[src/rtl/fft_pkg.sv]
// ============================================================================
// Module   : fft_pkg
// Purpose  : Shared widths and defaults for the radix-2 butterfly post stage.
// Revision : 1.0 - initial release
// ============================================================================
`default_nettype none

package fft_pkg;
  localparam int DATA_W              = 8;   // Q0.7 samples
  localparam int TW_W                = 9;   // Q1.7 twiddles, +1.0 = 128
  localparam int PROD_W              = 17;  // twiddle * sample product
  localparam int TW_FRAC             = 7;
  localparam int BUTTERFLIES_DEFAULT = 16;
  localparam int MULT_LAT_DEFAULT    = 2;
  localparam int SUM_W               = 18;  // product sum before rescale
  localparam int T_W                 = 11;  // rescaled twiddle product
  localparam int RS_W                = 12;  // butterfly add/sub width

  function automatic logic signed [SUM_W-1:0] sext_prod(input logic signed [PROD_W-1:0] p);
    return {{(SUM_W-PROD_W){p[PROD_W-1]}}, p};
  endfunction
endpackage

`default_nettype wire

[src/rtl/fft_round_sat.sv]
// ============================================================================
// Module   : fft_round_sat
// Purpose  : (a +/- b + 1) >>> 1, clamped to DATA_W bits with saturate flag.
// Revision : 1.0 - initial release
// ============================================================================
`default_nettype none

module fft_round_sat
  import fft_pkg::*;
(
  input  logic signed [DATA_W-1:0] i_a,
  input  logic signed [T_W-1:0]    i_b,
  input  logic                     i_sub,
  output logic signed [DATA_W-1:0] o_y,
  output logic                     o_sat
);

  localparam logic signed [RS_W-1:0] c_MAX = RS_W'((2 ** (DATA_W - 1)) - 1);
  localparam logic signed [RS_W-1:0] c_MIN = RS_W'(-(2 ** (DATA_W - 1)));

  logic signed [RS_W-1:0] w_a;
  logic signed [RS_W-1:0] w_b;
  logic signed [RS_W-1:0] w_s;
  logic signed [RS_W-1:0] w_sh;

  assign w_a  = {{(RS_W-DATA_W){i_a[DATA_W-1]}}, i_a};
  assign w_b  = {{(RS_W-T_W){i_b[T_W-1]}}, i_b};
  assign w_s  = i_sub ? (w_a - w_b + RS_W'(1)) : (w_a + w_b + RS_W'(1));
  assign w_sh = w_s >>> 1;

  always_comb begin
    o_y   = w_sh[DATA_W-1:0];
    o_sat = 1'b0;
    if (w_sh > c_MAX) begin
      o_y   = c_MAX[DATA_W-1:0];
      o_sat = 1'b1;
    end else if (w_sh < c_MIN) begin
      o_y   = c_MIN[DATA_W-1:0];
      o_sat = 1'b1;
    end
  end

endmodule

`default_nettype wire

[src/rtl/fft_butterfly_post.sv]
// ============================================================================
// Module   : fft_butterfly_post
// Purpose  : Butterfly back end: aligns x0 with twiddle products, rescales,
//            forms y0 = x0 + W*x1 and y1 = x0 - W*x1 with saturation.
// Revision : 1.0 - initial release
// ============================================================================
`default_nettype none

module fft_butterfly_post
  import fft_pkg::*;
#(
  parameter int BUTTERFLIES = BUTTERFLIES_DEFAULT,
  parameter int MULT_LAT    = MULT_LAT_DEFAULT
) (
  input  logic                     clk,
  input  logic                     reset_n,
  input  logic                     in_valid,
  input  logic signed [DATA_W-1:0] x0_re,
  input  logic signed [DATA_W-1:0] x0_im,
  input  logic signed [PROD_W-1:0] p_rr,
  input  logic signed [PROD_W-1:0] p_ii,
  input  logic signed [PROD_W-1:0] p_ri,
  input  logic signed [PROD_W-1:0] p_ir,
  output logic                     out_valid,
  output logic signed [DATA_W-1:0] y0_re,
  output logic signed [DATA_W-1:0] y0_im,
  output logic signed [DATA_W-1:0] y1_re,
  output logic signed [DATA_W-1:0] y1_im,
  output logic                     out_last,
  output logic                     sat_sticky
);

  localparam int c_CNT_W = (BUTTERFLIES > 1) ? $clog2(BUTTERFLIES) : 1;
  localparam logic [c_CNT_W-1:0]  c_LAST = c_CNT_W'(BUTTERFLIES - 1);
  localparam logic [SUM_W-1:0]    c_RND  = SUM_W'(1 << (TW_FRAC - 1));

  // x0 / valid alignment with the multiplier latency
  logic [MULT_LAT-1:0]      r_dv;
  logic signed [DATA_W-1:0] r_dre [MULT_LAT];
  logic signed [DATA_W-1:0] r_dim [MULT_LAT];

  always_ff @(posedge clk or negedge reset_n) begin
    if (!reset_n) begin
      r_dv <= '0;
    end else begin
      r_dv[0] <= in_valid;
      for (int i = 1; i < MULT_LAT; i++) r_dv[i] <= r_dv[i-1];
    end
  end

  always_ff @(posedge clk) begin
    r_dre[0] <= x0_re;
    r_dim[0] <= x0_im;
    for (int i = 1; i < MULT_LAT; i++) begin
      r_dre[i] <= r_dre[i-1];
      r_dim[i] <= r_dim[i-1];
    end
  end

  // Stage A: complex product rescale from Q1.14 to Q?.7 with round-half-up
  logic signed [SUM_W-1:0]  w_sum_re;
  logic signed [SUM_W-1:0]  w_sum_im;
  logic                     r_a_v;
  logic signed [DATA_W-1:0] r_a_xre;
  logic signed [DATA_W-1:0] r_a_xim;
  logic signed [T_W-1:0]    r_a_tre;
  logic signed [T_W-1:0]    r_a_tim;

  assign w_sum_re = sext_prod(p_rr) - sext_prod(p_ii) + c_RND;
  assign w_sum_im = sext_prod(p_ri) + sext_prod(p_ir) + c_RND;

  always_ff @(posedge clk or negedge reset_n) begin
    if (!reset_n) r_a_v <= 1'b0;
    else          r_a_v <= r_dv[MULT_LAT-1];
  end

  always_ff @(posedge clk) begin
    r_a_xre <= r_dre[MULT_LAT-1];
    r_a_xim <= r_dim[MULT_LAT-1];
    r_a_tre <= T_W'(w_sum_re >>> TW_FRAC);
    r_a_tim <= T_W'(w_sum_im >>> TW_FRAC);
  end

  // Stage B: butterfly add/subtract with halving and saturation
  logic signed [DATA_W-1:0] w_y0_re;
  logic signed [DATA_W-1:0] w_y0_im;
  logic signed [DATA_W-1:0] w_y1_re;
  logic signed [DATA_W-1:0] w_y1_im;
  logic [3:0]               w_sat;

  fft_round_sat u_y0_re (.i_a(r_a_xre), .i_b(r_a_tre), .i_sub(1'b0), .o_y(w_y0_re), .o_sat(w_sat[0]));
  fft_round_sat u_y0_im (.i_a(r_a_xim), .i_b(r_a_tim), .i_sub(1'b0), .o_y(w_y0_im), .o_sat(w_sat[1]));
  fft_round_sat u_y1_re (.i_a(r_a_xre), .i_b(r_a_tre), .i_sub(1'b1), .o_y(w_y1_re), .o_sat(w_sat[2]));
  fft_round_sat u_y1_im (.i_a(r_a_xim), .i_b(r_a_tim), .i_sub(1'b1), .o_y(w_y1_im), .o_sat(w_sat[3]));

  logic                     r_ov;
  logic                     r_olast;
  logic                     r_sticky;
  logic [c_CNT_W-1:0]       r_cnt;
  logic signed [DATA_W-1:0] r_y0_re;
  logic signed [DATA_W-1:0] r_y0_im;
  logic signed [DATA_W-1:0] r_y1_re;
  logic signed [DATA_W-1:0] r_y1_im;

  // r_cnt holds the frame index of the next butterfly to be output
  always_ff @(posedge clk or negedge reset_n) begin
    if (!reset_n) begin
      r_ov     <= 1'b0;
      r_olast  <= 1'b0;
      r_sticky <= 1'b0;
      r_cnt    <= '0;
      r_y0_re  <= '0;
      r_y0_im  <= '0;
      r_y1_re  <= '0;
      r_y1_im  <= '0;
    end else begin
      r_ov    <= r_a_v;
      r_olast <= r_a_v && (r_cnt == c_LAST);
      if (r_a_v) begin
        r_y0_re <= w_y0_re;
        r_y0_im <= w_y0_im;
        r_y1_re <= w_y1_re;
        r_y1_im <= w_y1_im;
        r_cnt   <= (r_cnt == c_LAST) ? '0 : r_cnt + c_CNT_W'(1);
        if (|w_sat) r_sticky <= 1'b1;
      end
    end
  end

  assign out_valid  = r_ov;
  assign out_last   = r_olast;
  assign sat_sticky = r_sticky;
  assign y0_re      = r_y0_re;
  assign y0_im      = r_y0_im;
  assign y1_re      = r_y1_re;
  assign y1_im      = r_y1_im;

endmodule

`default_nettype wire
[config.mk]
export PLATFORM = sky130hd
export DESIGN_NAME = fft_butterfly_post
export DESIGN_NICKNAME = d
export VERILOG_FILES = /design/src/rtl/fft_pkg.sv /design/src/rtl/fft_round_sat.sv /design/src/rtl/fft_butterfly_post.sv
export SDC_FILE = /design/constraint.sdc
export NUM_CORES = 1
export LEC_CHECK = 0
export CORE_MARGIN = 2
export CORE_UTILIZATION = 60
export DETAILED_ROUTE_END_ITERATION = 7
export DONT_BUFFER_PORTS = 1
export PLACE_DENSITY = 0.76
export RECOVER_POWER = 50
export SYNTH_ARGS = -nofsm -noshare
export SYNTH_HDL_FRONTEND = slang
export SYNTH_SLANG_ARGS = --single-unit
[constraint.sdc]
create_clock -name clk -period 9.2 [get_ports clk]
set_input_delay 0.46 -clock clk [delete_from_list [all_inputs] [get_ports clk]]
set_output_delay 0.46 -clock clk [all_outputs]
set_load 0.02 [all_outputs]
### After elaboration in Yosys (flattened, before gate mapping)

Memory sizes are Yosys's and may differ from the RTL's. A register that Yosys moved wholly into a read port is not among the register bits.
Cells that the tools add are included.

* output and inout bits: 35
* word-level logic and storage cells: 56
* bits in read-only memories: 0
* memories: 2
* memory bits (writable): 32
* register bits: 64
* bits in latches: 0

* mux-type cells: 17
* div/mod/pow operators: 0
* add/sub/neg operators: 13
* eq/ne operators: 1
* shifts and indexed selects: 0
* reduce and logical (&&, ||, !) cells: 3
* multipliers: 0
* bitwise gates (word level): 0
* magnitude comparators: 8

Memory list
* r_dim: words 2, bits a word 8, read ports 2, clocked after memory_dff 1, write ports 2, line fft_butterfly_post.sv:40 `logic signed [DATA_W-1:0] r_dim [MULT_LAT];`
* r_dre: words 2, bits a word 8, read ports 2, clocked after memory_dff 1, write ports 2, line fft_butterfly_post.sv:39 `logic signed [DATA_W-1:0] r_dre [MULT_LAT];`

Operators by type and width (number)
* two-way mux 8 bit: 8
* adder 12 x 2 -> 12 bit (second input constant): 4
* greater-than comparator 11 x 8 -> 1 bit (second input constant): 4
* less-than comparator 11 x 8 -> 1 bit (second input constant): 4
* adder 18 x 7 -> 18 bit (second input constant): 2
* adder 8 x 11 -> 12 bit: 2
* subtractor 8 x 11 -> 12 bit: 2
* adder 17 x 17 -> 18 bit: 1
* subtractor 17 x 17 -> 18 bit: 1
* two-way mux 1 bit: 8
* adder 4 x 1 -> 4 bit (second input constant): 1
* == test 4 bit (second input constant): 1
* two-way mux 4 bit: 1
* OR reduction 4 bit: 1
* AND reduction 2 bit: 1
* logical AND 1 bit: 1

### Depth between registers and ports, before layout

Gate-level depths: netlist of the first run.

* depth after elaboration: 7
* depth in mapped cells: 14
* mapped depth without buffers: 13

### Hierarchy

A second synthesis of the first run with hierarchy kept.

* cells, all modules: 1183
* area, all modules: 10975.5 um^2

Modules (own cells, without submodules)
* fft_round_sat: area each 1522.7 um^2, cells each 190, times used 4
* fft_butterfly_post: area each 4884.7 um^2, cells each 423, times used 1

### Worst setup path before layout of the first run

OpenSTA, ideal clock, no wires.

* path kind: register to register
* start point: register r_a_xim[1], read port of r_dim
* end point: register r_sticky (netlist: sat_sticky)
* setup time: 0.088 ns
* clock period less this slack: 3.140 ns
* stages on the path, launching flop included: 13
* path buffers: 0
* slack: 6.060 ns
* arrival: 3.052 ns
* cells stage by stage: dfxtp_1 -> inv_1 -> ha_1 -> inv_1 -> ha_1 -> fa_1 -> a21o_1 -> a221oi_1 -> a211oi_1 -> a311o_1 -> a31o_2 -> nor2b_1 -> a41oi_1

* longest elaborated chain between the ends: 7

RTL lines
* start: declaration: line fft_butterfly_post.sv:65 `logic signed [DATA_W-1:0] r_a_xim;`
* adder 8 x 11 -> 12 bit / subtractor 8 x 11 -> 12 bit (equally long branches)
* adder 12 x 2 -> 12 bit
* less-than comparator 11 x 8 -> 1 bit: line fft_round_sat.sv:37 `end else if (w_sh < c_MIN) begin`
* two-way mux 1 bit: line fft_round_sat.sv:37
* two-way mux 1 bit: line fft_round_sat.sv:34 `if (w_sh > c_MAX) begin`
* OR reduction 4 bit (*): line fft_butterfly_post.sv:125 `if (|w_sat) r_sticky <= 1'b1;`
* AND reduction 2 bit (no source line) (*)
* end signal: assignment: line fft_butterfly_post.sv:110 `r_sticky <= 1'b0;`
* end signal: assignment: line fft_butterfly_post.sv:125
* end: declaration: line fft_butterfly_post.sv:98 `logic r_sticky;`

Every way passes the cells marked *; elsewhere a longest branch is shown, timed or not.
A chain may end at the register's enable or synchronous reset.

### Worst setup path after layout of the first run

* start point: register r_a_xim[1], read port of r_dim
* end point: register r_y1_im[1] (netlist: y1_im[1])

* longest elaborated chain between the ends: 5

RTL lines
* subtractor 8 x 11 -> 12 bit (*): line fft_round_sat.sv:28 `assign w_s = i_sub ? (w_a - w_b + RS_W'(1)) : (w_a + w_b + RS_W'(1));`
* adder 12 x 2 -> 12 bit (*)
* less-than comparator 11 x 8 -> 1 bit: line fft_round_sat.sv:37
* two-way mux 8 bit: line fft_round_sat.sv:37
* two-way mux 8 bit (*): line fft_round_sat.sv:34
* end signal: assignment: line fft_butterfly_post.sv:123 `r_y1_im <= w_y1_im;`
* end: declaration: line fft_butterfly_post.sv:103 `logic signed [DATA_W-1:0] r_y1_im;`

Marks and branches as above.

==> results of run 1 <==
per-layer routing:
metal	up-vias	wire, um
met2	122	6020
li1	2563	-
met1	2344	5920
met3	21	957
met4	0	242
met5	-	0
power breakdown:
group | leakage, nW | switching (mW) | internal (mW)
clock network | 0.130 | 0.177 | 0.184
registers | 1.05 | 0.164 | 0.601
logic | 2.29 | 0.530 | 0.411
total | 3.47 | 0.871 | 1.20
worst register-to-register path, cell delays in order (launching register included):
cell      delay (ns)
dfxtp_1         0.34
inv_1           0.08
ha_1            0.32
inv_1           0.05
ha_1            0.22
fa_1            0.40
a21o_1          0.22
a221oi_1        0.48
a211oi_1        0.21
a311o_1         0.44
o41a_1          0.22
o211ai_1        0.23
o21ai_0         0.13
final cells by class:
type | count | share of cell area (%)
Inverter | 71 | 3.64
Clock buffer | 11 | 3.18
Clock inverter | 4 | 0.427
Sequential cell | 112 | 33.5
Timing Repair Buffer | 3 | 0.239
Multi-Input combinational cell | 529 | 56.6
Tap cell | 143 | 2.44
stage by stage:
step	instance area, um2	util [%]	setup slack [ns]	hold WS (ns)	instances
after CTS	7350	64.9	5.70	0.105	873
after floorplan	6890	-	6.06	0.164	721
after detailed placement	7040	62.2	5.73	0.165	856
after global routing	7320	64.6	5.40	0.100	873
after global placement	7040	62.2	5.90	0.165	856
final	7320	64.6	5.66	0.120	873
flip-flops by register name, summed over array words and instances, names as in the netlist, 8 cells and up:
register / flops
r_a_tim: 11
r_a_xre: 8
r_a_tre: 11
r_a_xim: 8
y0_re: 8
y1_im: 8
y0_im: 8
r_dim: 16
r_dre: 16
y1_re: 8
worst max path at each step:
stage,to,from,slack [ns],depth (start not counted)
floorplan,sat_sticky,r_a_xim[1],6.06,12
global route,y1_im[0],r_a_xim[1],5.40,12
global placement,sat_sticky,r_a_xim[1],5.90,12
CTS,sat_sticky,r_a_xim[1],5.70,12
detailed placement,sat_sticky,r_a_xim[1],5.73,12
finish,y1_im[1],r_a_xim[1],5.66,12
cell usage after synthesis (4+ instances only):
master,count,area [um2]
dfxtp_1,70,1400
or3_1,8,50.1
fa_1,4,80.1
a21oi_1,60,300
clkbuf_1,7,26.3
a31oi_1,8,50.1
or2_2,5,31.3
o21bai_1,7,52.6
dfrtp_1,42,1050
nor3_1,12,60.1
and3_1,6,37.5
nor2b_1,11,68.8
xnor2_1,34,298
ha_1,123,1540
o22a_1,12,105
o21ai_0,16,80.1
o211ai_1,7,52.6
nand2b_1,5,31.3
nand2_1,30,113
o21a_1,7,52.6
xor2_1,16,140
nor2_1,68,255
a21o_1,14,105
nand4_1,5,31.3
nand3_1,9,45.0
inv_1,71,267
a211oi_1,7,52.6
repair_timing:
item                                   in CTS  in global routing
endpoints found under the hold margin      42                  0
resized for setup                           0                  0
hold buffers                                2                  0
cell families after synthesis:
logic type / after synthesis / share of synthesized area [%]
and+or+nand+nor: 174 / 12.3
AOI/OAI and AO/OA: 173 / 17.1
adders and majority gates: 127 / 23.5
DFF: 112 / 35.6
buffers and inverters: 80 / 4.36
xor gates and xnor gates: 50 / 6.35
muxes: 5 / 0.763
==> impl_metrics.yaml, run 1 <==
clock_tree:
  cts.clk_slew.worst_paths_ns: 0.07
  cts_tree: "done"
  cts_max_level: 3
  cts-root-buf: "clkbuf_16"
  post_cts_buffers: 0
  clk_latency_ns: 0.36
  clock_path_buffers: 2
  cts.sinks: 112
  numCtsBuffers: 9
floorplan:
  num_rows: 39
  start_util_pct: 60.9
  design.die.area_um2: 12400
  dieHeight_um: 111
  core_area_um2: 11300
  die_w_um: 111
  io-pin-count: 122
routing:
  drc: 0
  drt_pre_antenna_iters: 4
  finalWirelength_mm: 13.1
  num_vias: 5050
  antenna_left: 0
  routed_via_density: 5.78
  drt_iter0_markers: 336
  route.detailed.wl_per_inst_um: 15.1
min_path:
  hp-class: "primary input to flop"
  hold_path_end: "r_dim[0][4]"
  min-delay-start: "x0_im[4]"
  holdPathStages: 0
flow_run:
  maxCapViolations: 2
timing:
  slew_headroom_pct: -57.0
  final-setup-viol-count: 0
  rsz0062_at_grt: "no"
  period_share_pct: 38.5
  fin_tns_setup_ns: 0
  hold_viol: 0
  fmax_mhz: 282
  fin_skew_ns: 0.0111
  period_needed_ns: 3.54
  drv_slew: 97
  worst_slew_pin_slew_ns: 2.36
synth:
  synthFlopType: "dfxtp_1"
  yosys_warnings: 0
  syn_nets: 935
  synthesis.area_um2: 6890
  ys_seq_area_share_pct: 35.6
  synth_area_per_cell_um2: 9.56
  synth.distinct_cells: 62
  ys_async_sr_fraction_pct: 37.5
  synth_edf_count: 0
  synthCells: 721
  yosys_register_bits: 112
critical_path:
  end_kind: "flop"
  critPathRequiredTime_ns: 9.34
  worstPathArrival_ns: 3.68
  worst_path_max_delay_cell: "a221oi_1"
  crit_fanout: 8
  slowest_delay_ns: 0.48
  crit_family: "compound AO/OA/AOI/OAI gates"
  crit_path_cell_trace: "inv_1 > ha_1 > inv_1 > ha_1 > fa_1 > a21o_1 > a221oi_1 > a211oi_1 > a311o_1 > o41a_1 > o211ai_1 > o21ai_0"
  r2r-end: "y1_im[1]"
  crit_buf_inv: 2
  critPathKind: "flop to flop"
  r2r-start: "r_a_xim[1]"
  r2r_cells: 12
  rrSetupSlack_ns: 5.66
  crit_path_start_kind: "flop"
finish:
  area_delta_synth_final_pct: 6.19
  n_antenna_cell: 0
  layout_commonest_cell: "ha_1"
  drive_gt1_share_pct: 3.56
  fill_cells: 935
  final-seq-area_um2: 2450
  final_cell_mix: "ha_1 (123), inv_1 (71), dfxtp_1 (70)"
  multiInputGateArea_um2: 4140
  nets: 940
grt:
  first_global_vias: 5005
  grt_pass1_wl_mm: 22.6
  grt.met2_usage_pct: 36.9
  grt_max_degree: 54
  grt_busiest_layer: "met2"
  grt.met3_usage_pct: 7.87
  grt-ovfl-total: 0
  grt_use_met1_pct: 27.2
  track_usage_pct: 22.3
  grt_antenna_before_repair: 0
placed_design:
  dp_hpwl_mm: 10.2
  port-buffer-count: 0
  gp_congestion: 0.917
pwr:
  power_mw: 2.07
  irDropWorstVdd_mv: 0.194
  pwr_density_cell_nw_per_um2: 283
  power.leakage_nw: 3.47
status:
  violations: "capacitance limit, slew limit"
  status: "complete, but fails checks"
Note: power is estimated with default switching activity, not from simulation.
==> inputs of run 2 (changes only) <==
--- a/config.mk
+++ b/config.mk
@@ -6,7 +6,7 @@
 export NUM_CORES = 1
 export LEC_CHECK = 0
 export CORE_MARGIN = 2
-export CORE_UTILIZATION = 60
+export CORE_UTILIZATION = 58
 export DETAILED_ROUTE_END_ITERATION = 7
 export DONT_BUFFER_PORTS = 1
 export PLACE_DENSITY = 0.76
==> constraint.sdc (replaced) <==
create_clock -name clk -period 3.1 [get_ports clk]
set_input_delay 0.155 -clock clk [delete_from_list [all_inputs] [get_ports clk]]
set_output_delay 0.155 -clock clk [all_outputs]
set_load 0.02 [all_outputs]
==> impl_metrics.yaml, run 2 (synthesis results as in run 1) <==
grt:
  grt_max_degree: 43
  grt-ovfl-total: 0
  grt_antenna_before_repair: 0
  track_usage_pct: 23.0
  grt_pass1_wl_mm: 23.7
  first_global_vias: 5331
critical_path:
  crit_fanout: 4
  crit_path_start_kind: "flop"
  end_kind: "flop"
  critPathKind: "flop to flop"
  r2r_cells: 14
  critPathRequiredTime_ns: 3.34
  worstPathArrival_ns: 3.33
timing:
  period_share_pct: 99.5
  hold_viol: 0
  hold_slack_ns: 0.0848
  final-setup-viol-count: 0
  drv_slew: 43
  fmax_mhz: 324
  rsz0062_at_grt: "yes"
  fin_tns_setup_ns: 0
  fin_skew_ns: 0.0101
  period_needed_ns: 3.08
  worst_slew_pin_slew_ns: 2.25
  slew_headroom_pct: -50.3
routing:
  routed_via_density: 5.76
  finalWirelength_mm: 14.7
  route.detailed.wl_per_inst_um: 15.7
  num_vias: 5369
  antenna_left: 0
  drc: 5
  drt_iter0_markers: 258
  drt_pre_antenna_iters: 7
clock_tree:
  cts.sinks: 112
  clk_latency_ns: 0.37
  clock_path_buffers: 2
  cts_tree: "done"
  numCtsBuffers: 9
  cts-root-buf: "clkbuf_16"
  cts.clk_slew.worst_paths_ns: 0.07
  cts_max_level: 3
floorplan:
  io-pin-count: 122
  die_w_um: 113
  num_rows: 39
  core_area_um2: 11500
  dieHeight_um: 113
  design.die.area_um2: 12800
  start_util_pct: 59.8
placed_design:
  port-buffer-count: 0
  gp_congestion: 0.907
  dp_hpwl_mm: 11.0
  place_inst: 887
pwr:
  power.leakage_nw: 3.80
  pwr_density_cell_nw_per_um2: 861
  irDropWorstVdd_mv: 0.470
finish:
  fill_cells: 856
  area_delta_synth_final_pct: 17.3
  reg_top3: "r_dim x16, r_dre x16"
  nets: 998
  stdcell_count: 932
  finish.utilization_pct: 70.2
  final_cell_mix: "ha_1 (117), inv_1 (69), dfxtp_1 (69)"
  drive_gt1_share_pct: 13.8
  n_antenna_cell: 0
  layout_commonest_cell: "ha_1"
flow_run:
  maxCapViolations: 1
min_path:
  hp-class: "primary input to flop"
  holdPathStages: 3
status:
  status: "complete, but fails checks"
  violations: "DRC, capacitance limit, slew limit"
## run 2: metal layers
| metal | GRT usage (%) | wire, um | up-vias |
|---|---|---|---|
| li1 | - | - | 2686 |
| met1 | 27.0 | 6270 | 2533 |
| met2 | 39.8 | 7170 | 131 |
| met3 | 8.25 | 1040 | 19 |
| met4 | 6.26 | 208 | 0 |
| met5 | 0 | 0 | - |
## run 2: metrics by stage
stage | setup slack (ns) | power, mW | instance area [um2]
after CTS | 0.00905 | 6.60 | 7840
after global routing | -0.122 | 7.42 | 8080
final | 0.0166 | 6.96 | 8080
after detailed placement | -0.118 | 5.27 | 7280
after global placement | 0.0116 | 5.15 | 7280
after floorplan | 0.0715 | 4.44 | 6900
## run 2: final timing paths
| path | startpoint | slack, ns | to |
|---|---|---|---|
| setup / recovery | r_a_xim[1] | 0.02 | y1_im[1] |
| hold / removal | p_ir[16] | 0.08 | r_a_tim[10] |
| setup reg to reg | r_a_xim[1] | 0.02 | y1_im[1] |
| hold reg to reg | r_dre[0][7] | 0.33 | r_dre[1][7] |
| max in group asynchronous | reset_n | 0.78 | r_cnt[1] |
| min in group asynchronous | reset_n | 1.04 | y0_re[3] |
## run 2: timing repair
action,CTS,global route
gates cloned,0,0
resized for setup,5,43
pin swaps,7,23
hold buffers,19,0
setup buffers,4,6
hold endpoints to repair,59,0
setup endpoints to repair,8,29
## run 2: cell type report
type	count	area [um2]	share of cell area, %
well taps	143	179	2.21
repair buffers	61	503	6.22
multi-input cells	529	4380	54.1
clock buffers	9	225	2.79
flip-flops and latches	112	2450	30.4
clock inverters	7	77.6	0.960
inverters	71	269	3.33
## run 2: worst max-delay path, cell delays in order (launching register included)
cell      delay (ns)
dfxtp_2         0.34
inv_2           0.05
ha_4            0.27
inv_4           0.04
ha_4            0.15
fa_2            0.38
a21o_1          0.20
a221oi_4        0.34
a21oi_1         0.11
nor2_1          0.11
nor2_1          0.07
o41a_1          0.49
buf_6           0.16
o211ai_1        0.16
o21ai_1         0.08
## run 2: power breakdown
part	switching (mW)	internal [mW]
clock	0.558	0.639
combinational	1.83	1.64
sequential	0.509	1.78
==> inputs of run 3 (changes only) <==
--- a/config.mk
+++ b/config.mk
@@ -5,11 +5,12 @@
 export SDC_FILE = /design/constraint.sdc
 export NUM_CORES = 1
 export LEC_CHECK = 0
+export ABC_AREA = 1
 export CORE_MARGIN = 2
-export CORE_UTILIZATION = 58
+export CORE_UTILIZATION = 59
 export DETAILED_ROUTE_END_ITERATION = 7
 export DONT_BUFFER_PORTS = 1
-export PLACE_DENSITY = 0.76
+export PLACE_DENSITY = 0.78
 export RECOVER_POWER = 50
 export SYNTH_ARGS = -nofsm -noshare
 export SYNTH_HDL_FRONTEND = slang
==> impl_metrics.yaml, run 3 <==
clock_tree:
  cts_tree: "done"
  cts-root-buf: "clkbuf_16"
  clk_latency_ns: 0.35
  numCtsBuffers: 9
  cts.sinks: 112
  cts.clk_slew.worst_paths_ns: 0.07
  clock_path_buffers: 2
  cts_max_level: 3
synth:
  yosys-top-cells-area: "ha_1 (21%), dfxtp_1 (19%), dfrtp_1 (14%), nand2_1 (12%), inv_1 (6.8%)"
  ys_top_cells_by_count: "nand2_1 (234), inv_1 (135), ha_1 (123)"
  syn_nets: 1196
  synthCells: 982
  synth_edf_count: 0
  synthesis.area_um2: 7500
  yosys_register_bits: 112
  synth_top_area_share_pct: 20.5
  synth.distinct_cells: 35
  synthFlopType: "dfxtp_1"
  ys_seq_area_share_pct: 32.7
  yosys_warnings: 0
  synth.most_common_cell: "nand2_1"
  synth_area_per_cell_um2: 7.63
  ys_async_sr_fraction_pct: 37.5
  synth_largest_area_cell: "ha_1"
placed_design:
  place_inst: 1149
  gp_congestion: 0.930
  post_dp_cell_area_um2: 7700
  port-buffer-count: 0
  dp_hpwl_mm: 12.3
  pre_cts_slack_ns: 0.395
critical_path:
  worst_path_max_delay_cell: "fa_1"
  critPathKind: "flop to flop"
  crit_path_cell_trace: "inv_1 > ha_1 > inv_1 > ha_1 > fa_1 > nand3_1 > nand2_1 > nand2_1 > nand2_1 > nand2_1 > nand2_1 > nand3b_1 > a21oi_2 > a21oi_1"
  crit_path_start_kind: "flop"
  crit_family: "adder cells"
  critPathRequiredTime_ns: 3.32
  crit_buf_inv: 2
  slowest_delay_ns: 0.48
  cpMostUsedCell: "nand2_1"
  crit_fanout: 7
  end_kind: "flop"
  worstPathArrival_ns: 2.96
grt:
  grt.met2_usage_pct: 36.4
  grt_pass1_wl_mm: 24.6
  grt-ovfl-total: 0
  grt_busiest_layer: "met2"
  grt_max_degree: 43
  track_usage_pct: 22.7
  grt_antenna_before_repair: 0
  grt_use_met1_pct: 31.3
  grt.met3_usage_pct: 4.31
  first_global_vias: 5570
pwr:
  pwr_density_cell_nw_per_um2: 781
  power_mw: 6.39
  power.leakage_nw: 4.38
  irDropWorstVdd_mv: 0.334
routing:
  num_vias: 6111
  drt_pre_antenna_iters: 5
  drt_iter0_markers: 276
  finalWirelength_mm: 15.1
  antenna_left: 0
  drc: 0
  routed_via_density: 5.16
  route.detailed.wl_per_inst_um: 12.7
floorplan:
  dieHeight_um: 117
  io-pin-count: 122
  core_area_um2: 12500
  num_rows: 41
  design.die.area_um2: 13600
  die_w_um: 117
  start_util_pct: 59.9
timing:
  hold_viol: 0
  period_needed_ns: 2.74
  worst_slew_pin_slew_ns: 2.25
  slew_headroom_pct: -50.0
  fin_skew_ns: 0.00825
  drv_slew: 43
  final-setup-viol-count: 0
  fin_tns_setup_ns: 0
  fmax_mhz: 365
  hold_slack_ns: 0.0497
  period_share_pct: 88.4
  rsz0062_at_grt: "no"
  setup_slack_ns: 0.360
finish:
  reg_top3: "r_dim x16, r_dre x16"
  layout_commonest_cell: "nand2_1"
  final_cell_mix: "nand2_1 (234), inv_1 (135), ha_1 (123)"
  nets: 1221
  n_antenna_cell: 0
  stdcell_count: 1184
  finish.utilization_pct: 65.3
  area_delta_synth_final_pct: 9.10
  drive_gt1_share_pct: 3.95
  final_area_um2: 8180
flow_run:
  maxCapViolations: 1
status:
  violations: "capacitance limit, slew limit"
  status: "complete, but fails checks"
min_path:
  hp-class: "primary input to flop"
-- run 3: cell types whose count changed after synthesis, moves of 9 or more --
cell and change:
nand2_1 +204, inv_1 +64, nand3_1 +54, xnor2_1 -23
nor2_1 +22, xor2_1 +14, a21oi_1 +12, o21ai_0 +12
o22a_1 -12, nor2b_1 -11, a21o_1 -9
-- run 3: layer usage --
layer | routed length (um) | part of all wire (%) | up-vias
li1 | - | - | 3220
met2 | 6530 | 43 | 155
met1 | 7300 | 48 | 2722
met5 | 0 | 0 | -
met3 | 1050 | 7.0 | 14
met4 | 189 | 1.3 | 0
-- run 3: power by group --
part / switching (mW) / total (mW) / internal [mW] / leakage, nW
logic: 1.85 / 2.96 / 1.10 / 3.16
registers: 0.493 / 2.29 / 1.79 / 1.07
clock network: 0.524 / 1.15 / 0.625 / 0.151
-- run 3: worst paths after layout --
path                       slack, ns   startpoint           to  cells past startpoint
min in group asynchronous       1.03      reset_n     y1_re[6]                      2
max                             0.36   r_a_xre[1]     y1_re[1]                     14
max reg2reg                     0.36   r_a_xre[1]     y1_re[1]                     14
max in group asynchronous       0.79      reset_n     y0_im[5]                      2
min                             0.05     p_ii[16]  r_a_tre[10]                      2
min reg2reg                     0.32  r_dre[1][3]   r_a_xre[3]                      0
-- run 3: cells by family (layout without fill, tap and decap cells) --
kind of cell,after synthesis,count (layout),share of synthesized area [%]
AO/OA/AOI/OAI,130,130,9.60
XOR/XNOR,41,41,4.79
adder cells (fa/ha/maj),127,127,21.6
buffers and inverters,146,176,7.33
flip-flops,112,112,32.7
AND/OR/NAND/NOR,426,426,24.0
-- run 3: repair_timing --
action / 4_1_cts / 5_1_grt
hold buffers: 19 / 0
gates resized for setup: 0 / 0
setup buffers: 0 / 0
hold endpoints to repair: 59 / 0
-- run 3: final cells by class --
type	count	area, um2
Multi-Input combinational cell	724	4500
Fill cell	1114	4340
Sequential cell	112	2450
Inverter	140	526
Clock buffer	12	268
Tap cell	172	215
Timing Repair Buffer	20	191
Clock inverter	4	31.3
